===== config.mk =====
export PLATFORM = sky130hd
export DESIGN_NAME = fetch_seq_flat
export DESIGN_NICKNAME = d
export VERILOG_FILES = /design/src/rtl/fetch_seq_if.sv /design/src/rtl/fetch_seq.sv /design/src/flat_wrapper.sv
export SDC_FILE = /design/constraint.sdc
export NUM_CORES = 1
export LEC_CHECK = 0
export CORE_MARGIN = 2
export CORE_UTILIZATION = 43
export CTS_CLUSTER_SIZE = 16
export DETAILED_ROUTE_END_ITERATION = 10
export GPL_ROUTABILITY_DRIVEN = 0
export PLACE_DENSITY_LB_ADDON = 0.08
export SLEW_MARGIN = 10
export SYNTH_ARGS = -nofsm -noshare
export SYNTH_HDL_FRONTEND = slang
export SYNTH_SLANG_ARGS = --single-unit

===== constraint.sdc =====
create_clock -name clk -period 1.9 [get_ports clk]
set_input_delay 0.19 -clock clk [delete_from_list [all_inputs] [get_ports clk]]
set_output_delay 0.19 -clock clk [all_outputs]
set_load 0.01 [all_outputs]

===== src/rtl/fetch_seq_if.sv =====
// ---------------------------------------------------------------------------
// fetch_seq_if
//   Bundles the fetch sequencer's memory-side and control-side signals.
//
//   Memory side : imem_req/imem_addr (out), imem_ack/imem_rdata (in)
//   Ctrl side   : ir/ir_valid (out), ir_ready, br_taken, br_addr, halt (in)
//   Status      : pc, busy, fault (out)
//
//   modport master : the fetch sequencer
//   modport slave  : memory + control unit
// ---------------------------------------------------------------------------
interface fetch_seq_if #(
  parameter int PC_W = 16
);
  logic            imem_req;
  logic [PC_W-1:0] imem_addr;
  logic            imem_ack;
  logic [31:0]     imem_rdata;
  logic [31:0]     ir;
  logic            ir_valid;
  logic            ir_ready;
  logic            br_taken;
  logic [PC_W-1:0] br_addr;
  logic            halt;
  logic [PC_W-1:0] pc;
  logic            busy;
  logic            fault;

  modport master (
    output imem_req, imem_addr, ir, ir_valid, pc, busy, fault,
    input  imem_ack, imem_rdata, ir_ready, br_taken, br_addr, halt
  );

  modport slave (
    input  imem_req, imem_addr, ir, ir_valid, pc, busy, fault,
    output imem_ack, imem_rdata, ir_ready, br_taken, br_addr, halt
  );
endinterface


===== src/rtl/fetch_seq.sv =====
// ---------------------------------------------------------------------------
// fetch_seq
//   Instruction-fetch sequencer. Owns the PC, fetches one word at a time over
//   a req/ack handshake, holds it in the instruction register until the
//   control unit consumes it, then applies an optional branch redirect and
//   either refetches or halts. A request left unacknowledged too long puts
//   the block into a sticky FAULT state.
//
//   Ports:
//     clk    : clock, all state changes on rising edge
//     rst_f  : synchronous active-high reset
//     bus    : fetch_seq_if.master (memory handshake, ir handshake, status)
//
//   Parameters:
//     PC_W     : PC / address width
//     RESET_PC : PC loaded on reset
//     TIMEOUT  : wait-counter value at which an unacked request faults
// ---------------------------------------------------------------------------
module fetch_seq #(
  parameter int          PC_W     = 16,
  parameter logic [15:0] RESET_PC = 16'h0000,
  parameter int          TIMEOUT  = 15
) (
  input  logic          clk,
  input  logic          rst_f,
  fetch_seq_if.master   bus
);

  typedef enum logic [2:0] {
    S_IDLE   = 3'd0,
    S_REQ    = 3'd1,
    S_HOLD   = 3'd2,
    S_HALTED = 3'd3,
    S_FAULT  = 3'd4
  } state_t;

  localparam logic [7:0]      TIMEOUT_C  = 8'(TIMEOUT);
  localparam logic [PC_W-1:0] RESET_PC_C = PC_W'(RESET_PC);

  state_t          state_q, state_d;
  logic [PC_W-1:0] pc_q, pc_d;
  logic [31:0]     ir_q, ir_d;
  logic            ir_valid_q, ir_valid_d;
  logic            fault_q, fault_d;
  logic [7:0]      wait_cnt_q, wait_cnt_d;

  logic            consume;

  // ir_valid_q is only ever set in HOLD, so this is the consume cycle.
  assign consume = ir_valid_q & bus.ir_ready;

  always_ff @(posedge clk) begin
    if (rst_f) begin
      state_q    <= S_IDLE;
      pc_q       <= RESET_PC_C;
      ir_q       <= 32'h0;
      ir_valid_q <= 1'b0;
      fault_q    <= 1'b0;
      wait_cnt_q <= 8'd0;
    end else begin
      state_q    <= state_d;
      pc_q       <= pc_d;
      ir_q       <= ir_d;
      ir_valid_q <= ir_valid_d;
      fault_q    <= fault_d;
      wait_cnt_q <= wait_cnt_d;
    end
  end

  always_comb begin
    state_d    = state_q;
    pc_d       = pc_q;
    ir_d       = ir_q;
    ir_valid_d = ir_valid_q;
    fault_d    = fault_q;
    wait_cnt_d = wait_cnt_q;

    unique case (state_q)
      S_IDLE: begin
        wait_cnt_d = 8'd0;
        state_d    = S_REQ;
      end

      S_REQ: begin
        // An ack arriving on the timeout cycle still wins over the fault.
        if (bus.imem_ack) begin
          ir_d       = bus.imem_rdata;
          ir_valid_d = 1'b1;
          pc_d       = pc_q + 1'b1;
          wait_cnt_d = 8'd0;
          state_d    = S_HOLD;
        end else if (wait_cnt_q == TIMEOUT_C) begin
          fault_d = 1'b1;
          state_d = S_FAULT;
        end else begin
          wait_cnt_d = wait_cnt_q + 8'd1;
        end
      end

      S_HOLD: begin
        if (consume) begin
          ir_valid_d = 1'b0;
          if (bus.br_taken) begin
            pc_d = bus.br_addr;
          end
          // Halt wins over refetch, but a simultaneous branch still lands.
          state_d = bus.halt ? S_HALTED : S_REQ;
        end
      end

      S_HALTED: begin
        ir_valid_d = 1'b0;
      end

      S_FAULT: begin
        ir_valid_d = 1'b0;
      end

      default: begin
        state_d = S_IDLE;
      end
    endcase
  end

  assign bus.imem_req  = (state_q == S_REQ);
  assign bus.imem_addr = pc_q;
  assign bus.ir        = ir_q;
  assign bus.ir_valid  = ir_valid_q;
  assign bus.pc        = pc_q;
  assign bus.busy      = (state_q == S_REQ) || (state_q == S_HOLD);
  assign bus.fault     = fault_q;

endmodule


===== src/flat_wrapper.sv =====
// flat-port wrapper written by rule: the top's interface ports become plain ports
module fetch_seq_flat 
#(
  parameter int          PC_W     = 16,
  parameter logic [15:0] RESET_PC = 16'h0000,
  parameter int          TIMEOUT  = 15
)
  (clk, rst_f, bus_imem_req, bus_imem_addr, bus_ir, bus_ir_valid, bus_pc, bus_busy, bus_fault, bus_imem_ack, bus_imem_rdata, bus_ir_ready, bus_br_taken, bus_br_addr, bus_halt);
  fetch_seq_if #(.PC_W(PC_W)) bus_i ();
  input  logic clk;
  input  logic rst_f;
  output wire logic [$bits(bus_i.imem_req)-1:0] bus_imem_req;
  output wire logic [$bits(bus_i.imem_addr)-1:0] bus_imem_addr;
  output wire logic [$bits(bus_i.ir)-1:0] bus_ir;
  output wire logic [$bits(bus_i.ir_valid)-1:0] bus_ir_valid;
  output wire logic [$bits(bus_i.pc)-1:0] bus_pc;
  output wire logic [$bits(bus_i.busy)-1:0] bus_busy;
  output wire logic [$bits(bus_i.fault)-1:0] bus_fault;
  input wire logic [$bits(bus_i.imem_ack)-1:0] bus_imem_ack;
  input wire logic [$bits(bus_i.imem_rdata)-1:0] bus_imem_rdata;
  input wire logic [$bits(bus_i.ir_ready)-1:0] bus_ir_ready;
  input wire logic [$bits(bus_i.br_taken)-1:0] bus_br_taken;
  input wire logic [$bits(bus_i.br_addr)-1:0] bus_br_addr;
  input wire logic [$bits(bus_i.halt)-1:0] bus_halt;
  assign bus_imem_req = bus_i.imem_req;
  assign bus_imem_addr = bus_i.imem_addr;
  assign bus_ir = bus_i.ir;
  assign bus_ir_valid = bus_i.ir_valid;
  assign bus_pc = bus_i.pc;
  assign bus_busy = bus_i.busy;
  assign bus_fault = bus_i.fault;
  assign bus_i.imem_ack = bus_imem_ack;
  assign bus_i.imem_rdata = bus_imem_rdata;
  assign bus_i.ir_ready = bus_ir_ready;
  assign bus_i.br_taken = bus_br_taken;
  assign bus_i.br_addr = bus_br_addr;
  assign bus_i.halt = bus_halt;
  fetch_seq #(.PC_W(PC_W), .RESET_PC(RESET_PC), .TIMEOUT(TIMEOUT)) u_core (.clk(clk), .rst_f(rst_f), .bus(bus_i));
endmodule

==> results of run 1 <==
[cell usage in the layout, fill, tap and decap left out, types with 6 or more instances in the layout]
cell,count
clkdlybuf4s50_1,118
a21oi_1,50
nor2_1,14
clkbuf_8,11
buf_4,13
nand3_1,9
nand2b_1,7
inv_1,6
nand2_1,83
o21ai_0,15
dfxtp_1,57
[logic make-up after synthesis]
kind of cell | share of synthesized area
fa+ha+maj | 0.00852
mux | 0.0141
compound gates | 0.216
flops | 0.416
buf+inv | 0.0878
xor+xnor | 0.00298
simple gates | 0.254
[through the flow]
| step | util | cells | cell area, sq um | hold slack [ns] | power, mW |
|---|---|---|---|---|---|
| final | 0.659 | 559 | 4410 | 0.274 | 4.56 |
| after global routing | 0.659 | 559 | 4410 | 0.284 | 4.81 |
| after CTS | 0.658 | 558 | 4390 | 0.263 | 4.59 |
| after detailed placement | 0.618 | 543 | 4130 | 0.446 | 3.12 |
| after global placement | 0.618 | 543 | 4130 | 0.441 | 3.09 |
| after floorplan | - | 367 | 2940 | 0.326 | 2.45 |
[state kept, by name, indices dropped and copies added (netlist names)]
name / cells
u_core.wait_cnt_q: 8
u_core.bus.ir: 32
u_core.state_q: 3
u_core.bus.fault: 1
u_core.bus.ir_valid: 1
u_core.bus.imem_addr: 16
[final cells by class]
type,instances,area (sq um),share of cell area
sequential,61,1230,0.279
multi-input combinational,262,1480,0.336
clock buffer,11,151,0.0344
timing repair buffer,135,1330,0.301
inverter,6,22.5,0.00511
tap,80,100,0.0227
clock inverter,4,95.1,0.0216
[per-layer routing]
layer	track usage	routed length (um)
met4	0.0682	97
met5	0	0
met1	0.248	3390
met2	0.347	3910
met3	0.0724	560
[how the worst max path moves through the flow]
stage	from	end	slack (ns)	cells past startpoint
floorplan	u_core.state_q[0]$_SDFFE_PP0P_	u_core.state_q[0]$_SDFFE_PP0P_	0.14	5
detailed placement	u_core.state_q[0]$_SDFFE_PP0P_	u_core.state_q[0]$_SDFFE_PP0P_	0.06	4
global route	u_core.wait_cnt_q[7]$_SDFFE_PP0P_	u_core.wait_cnt_q[1]$_SDFFE_PP0P_	-0.03	5
CTS	u_core.state_q[0]$_SDFFE_PP0P_	bus_imem_req	0.02	3
finish	u_core.wait_cnt_q[7]$_SDFFE_PP0P_	u_core.wait_cnt_q[1]$_SDFFE_PP0P_	0.05	5
global placement	u_core.state_q[0]$_SDFFE_PP0P_	u_core.state_q[0]$_SDFFE_PP0P_	0.10	4
[timing repair]
| item | CTS | global route |
|---|---|---|
| endpoints found under the setup margin | 2 | 3 |
| setup buffers | 0 | 1 |
| pin swaps | 0 | 2 |
| gates resized for setup | 9 | 2 |
| gates cloned | 0 | 0 |
| hold buffers | 0 | 0 |
[power groups by stage]
stage | clock network [mW] | logic [mW] | registers, mW
after global placement | 0 | 1.51 | 1.58
after floorplan | 0 | 0.816 | 1.64
final | 1.43 | 1.55 | 1.58
after CTS | 1.46 | 1.55 | 1.58
after global routing | 1.51 | 1.69 | 1.61
after detailed placement | 0 | 1.53 | 1.59
==> metrics.md, run 1 <==
| Metric | Value |
|---|---|
| Status | complete, no violations |
| Register-to-Register Path Depth | 5 |
| P_sw | 1.40 mW |
| EDFF count, synth | 0 |
| Power per cell area | 1030 mW/mm^2 |
| CP peak stage delay | 0.56 ns |
| Post-route ant nets | 0 |
| Final setup violation count | 0 |
| Largest area contributor in the netlist | dfxtp_1 |
| CTS H-tree lvls | 3 |
| Synth Net Count | between 400 and 500 |
| First-pass GRT wire length | 12.3 mm |
| Final Hold Viols | 0 |
| Filler cell count | just under 600 |
| Hpwl dp | 5.57 mm |
| Internal power | around 3.2 mW |
| CP arrival | just over 2 ns |
| # Max-Cap Violations | 0 |
| Die ar. | between 0.007 and 0.008 sq mm |
| Share of the synthesized area in the top cell type | 0.416 |
| Synthesized instance count | 367 |
| Ys Warns | 0 |
| Clock root cell | clkbuf_8 |
| CP cell instances | or4_4 > o41ai_4 > buf_4 > mux2i_1 > nor2_1 |
| I/O pin cnt | ~120 |
| Average size of a mapped cell | 8.00 sq um |
| Hold Crit Depth | 2 |
| Final Max Tran Viols | 0 |
| Worst Hold Class | input pin to register |
| Fmax | 542 MHz |
| Sw Ratio | 0.306 |
| Buffers on Ports | 121 |
| CP Capture Type | register |
| Yosys reg bits | around 60 |
| Largest net degree at the start of global routing | 36 |
| Slew margin rel. | 0.713 |
| Synthesized cell area | 0.00294 sq mm |
| Asr flop ratio synth | 0 |
| CP bufs+invs | 1 |
| Diodes inserted | 0 |
| Crit-path slowest cell | or4_4 |
| Worst Clk Skew | 0.00648 ns |
| DRT Pass-1 Iters | 4 |
| Synth Flop Type | dfxtp_1 |
| Vias in the first global route | 2,607 |
| Seq pwr share | 0.347 |
| WL per Instance | 14.2 um |
| Place WS | 0.0638 ns |
| Clk sinks | 61 |
| Area Overhead vs Synth | 50.1% |
| VDD IR-drop max | 0.756 mV |
| Hold_sp | rst_f |
| Element type at the critical path start | register |
| 1st-iter DRT viols | 124 |
| Synth top area cells | dfxtp_1 (42%), nand2_1 (11%), a21oi_1 (8.5%) |
| Clk network pwr share | 0.314 |
| Crit-path leading delay family | simple AND/OR/NAND/NOR gates |
| Die X | 86.6 um |
| Gate power share | 0.339 |
| Crit path required time | roughly 2.1 ns |
| Worst slew pin tran | approximately 0.43 ns |
| Reg2reg setup slack | around 0.055 ns |
| Setup WS post-layout | ~0.055 ns |
| Reg-to-reg endpoint | u_core.wait_cnt_q[1]$_SDFFE_PP0P_ |
| Worst-path clk slew | 0.06 ns |
| Reg-to-reg critical path startpoint | u_core.wait_cnt_q[7]$_SDFFE_PP0P_ |
| CTS tree | done |
| RSZ-0062 raised after global routing | yes |
| Period minus WS final | between 1.5 and 2 ns |
| DRC Markers | 0 |
| Layout Nets | roughly 530 |
| Crit Path Max Fanout | 5 |
| GRT Total Usage | 0.207 |
| Fin Setup TNS | 0 ns |
| Clock Latency Late Sink | approximately 0.34 ns |
| Row count | 30 |
| Period Utilization, post-route | 0.971 |
| Initial antenna violation count | 0 |
| Yosys cell types | 50 |
| Via count | a little under 3,000 |
| Layout cell share with drive strength beyond 1 | 0.0939 |
| Vert. Die Dim | 86.6 um |
| Global route overflow | 0 |
| CTS Buffer Depth | 2 |
| Leakage power | roughly 1.6 nW |
| Total Wirelength | 7.96 mm |
| Endpoint, Worst Hold | u_core.bus.fault$_SDFFE_PP0P_ |
| Critical path class | register to register |
| Post-synthesis sequential area ratio | 0.416 |
| Cell with the most instances after synthesis | nand2_1 |
| TritonCTS Buffers | 9 |
| Vias/cell | approximately 5.2 |
| Core footprint | 0.00668 sq mm |
| Starting Density | 0.439 |
| Most frequent cells after synthesis | nand2_1 (83), dfxtp_1 (61), a21oi_1 (50) |
(Power assumes the default switching activity.)
==> run 2: changes to the inputs <==
Settings changed: PLACE_DENSITY_LB_ADDON 0.08 to 0.1.
==> metrics.md, run 2 (synthesized netlist as in run 1, its figures left out) <==
| Metric | Value |
|---|---|
| Layout Nets | 535 |
| # Max-Cap Violations | 0 |
| Row count | 30 |
| Fmax | between 500 and 600 MHz |
| Filler cell count | 572 |
| Register-to-Register Path Depth | 5 |
| Worst Hold Class | input pin to register |
| Vias in the first global route | 2,718 |
| Commonest non-fill, non-tap cell in the layout | clkdlybuf4s50_1 |
| CTS hold repair buffers | 0 |
| Global route overflow | 0 |
| Place WS | 0.0594 ns |
| Final Hold Viols | 0 |
| Fin area | ~0.0044 sq mm |
| Diodes inserted | 0 |
| Die X | 86.6 um |
| Clk sinks | between 60 and 70 |
| Worst Clk Skew | 0.0132 ns |
| Power per cell area | 1000 mW/mm^2 |
| Leakage power | 1.55 nW |
| Fin Setup TNS | 0 ns |
| Crit Path Max Fanout | 8 |
| CP Capture Type | register |
| Final Core Density | 0.657 |
| Largest register FFs | 32 |
| Critical path class | register to register |
| Clock root cell | clkbuf_8 |
| Final std cells w/o fill | 564 |
| TritonCTS Buffers | 9 |
| Buffers on Ports | ~120 |
| Element type at the critical path start | register |
| RSZ-0062 raised after global routing | yes |
| Core footprint | 0.00668 sq mm |
| Status | complete, no violations |
| Via count | 2,987 |
| CP arrival | 2.08 ns |
| Hpwl dp | approximately 5.6 mm |
| Vert. Die Dim | 86.6 um |
| VDD IR-drop max | 0.640 mV |
| CTS Buffer Depth | 2 |
| Reg2reg setup slack | 0.05 ns |
| Final Max Tran Viols | 0 |
| CTS H-tree lvls | 3 |
| Hold_sp | rst_f |
| Starting Density | 0.439 |
| I/O pin cnt | approximately 120 |
| Die ar. | about 0.0075 sq mm |
| Area Overhead vs Synth | 49.5% |
| Crit path required time | between 2 and 2.5 ns |
| Period minus WS final | 1.85 ns |
| Commonest non-fill, non-tap cells in the layout | clkdlybuf4s50_1 (118), nand2_1 (83), dfxtp_1 (59), a21oi_1 (50), buf_4 (17) |
| Period Utilization, post-route | 0.974 |
| Placed cell count | 547 |
| Worst slew pin tran | 0.462 ns |
| Vias/cell | 5.30 |
| WL per Instance | 13.9 um |
| Largest net degree at the start of global routing | 34 |
| DRT Pass-1 Iters | 4 |
| Initial antenna violation count | 0 |
| Setup WS post-layout | 0.0488 ns |
| Placed Area | 0.00416 sq mm |
| Final setup violation count | 0 |
| Layout cell share with drive strength beyond 1 | 0.0971 |
| Critical Path Sink | u_core.wait_cnt_q[0]$_SDFFE_PP0P_ |
| Clock Latency Late Sink | 0.34 ns |
| First-pass GRT wire length | roughly 13 mm |
| DRC Markers | 0 |
| Worst-path clk slew | around 0.070 ns |
| GRT Total Usage | 0.207 |
| Worst Setup SP | u_core.wait_cnt_q[7]$_SDFFE_PP0P_ |
| Reg-to-reg critical path startpoint | u_core.wait_cnt_q[7]$_SDFFE_PP0P_ |
| Reg-to-reg endpoint | u_core.wait_cnt_q[0]$_SDFFE_PP0P_ |
| 1st-iter DRT viols | between 100 and 150 |
| CTS tree | done |
| Post-route ant nets | 0 |
| Total Wirelength | 7.82 mm |
| Hold Crit Depth | 2 |
| Slew margin rel. | 0.692 |
==> run 2: cell types whose count changed in the layout (fill, tap and decap cells not counted), sizes merged <==
| cell | previous run | this run |
|---|---|---|
| clkinvlp | 0 | 1 |
| clkinv | 1 | 2 |
| clkbuf | 11 | 10 |
| buf | 15 | 19 |
| inv | 6 | 7 |
| bufinv | 3 | 2 |
==> run 2: stage by stage <==
step	hold WS [ns]	total power [mW]
2_1_floorplan	0.326	2.45
4_1_cts	0.261	4.42
3_5_place_dp	0.447	3.15
5_1_grt	0.292	4.64
6_report	0.268	4.39
3_3_place_gp	0.441	3.13
==> run 2: layout make-up <==
| type | count | area [sq um] | share of cell area |
|---|---|---|---|
| multi-input combinational | 262 | 1470 | 0.336 |
| tap | 80 | 100 | 0.0228 |
| clock inverter | 6 | 86.3 | 0.0197 |
| timing repair buffer | 139 | 1360 | 0.309 |
| clock buffer | 10 | 128 | 0.0291 |
| inverter | 6 | 22.5 | 0.00513 |
| sequential | 61 | 1220 | 0.279 |
==> run 2: worst max-delay path, cell delays in order (launching register included) <==
cell     delay, ns
dfxtp_2       0.33
or4_4         0.56
o41ai_4       0.42
buf_4         0.22
xor2_1        0.15
nor2_1        0.05
==> run 2: where the power goes <==
part | internal, mW | switching, mW
clock network | 0.739 | 0.523
registers | 1.44 | 0.112
logic | 0.794 | 0.777
total | 2.98 | 1.41
==> run 2: metal layers <==
metal  share of wire  wire (um)  track usage
met2            0.48       3790        0.356
met1            0.44       3470        0.250
met5               0          0            0
met4          0.0079         62       0.0682
met3           0.064        497       0.0581
==> run 2: timing repair <==
| action | in CTS | in global routing |
|---|---|---|
| setup endpoints to repair | 2 | 3 |
| setup buffers | 0 | 1 |
| pin swaps | 0 | 2 |
| resized for setup | 4 | 2 |
==> run 2: how the worst min path moves through the flow <==
| stage | end | slack [ns] |
|---|---|---|
| after global placement | u_core.bus.ir[22]$_SDFFE_PP0P_ | 0.44 |
| after detailed placement | u_core.bus.ir[1]$_SDFFE_PP0P_ | 0.45 |
| final | u_core.bus.fault$_SDFFE_PP0P_ | 0.27 |
| after global routing | u_core.bus.ir[11]$_SDFFE_PP0P_ | 0.29 |
| after CTS | u_core.bus.fault$_SDFFE_PP0P_ | 0.26 |
| after floorplan | u_core.bus.ir[0]$_SDFFE_PP0P_ | 0.33 |
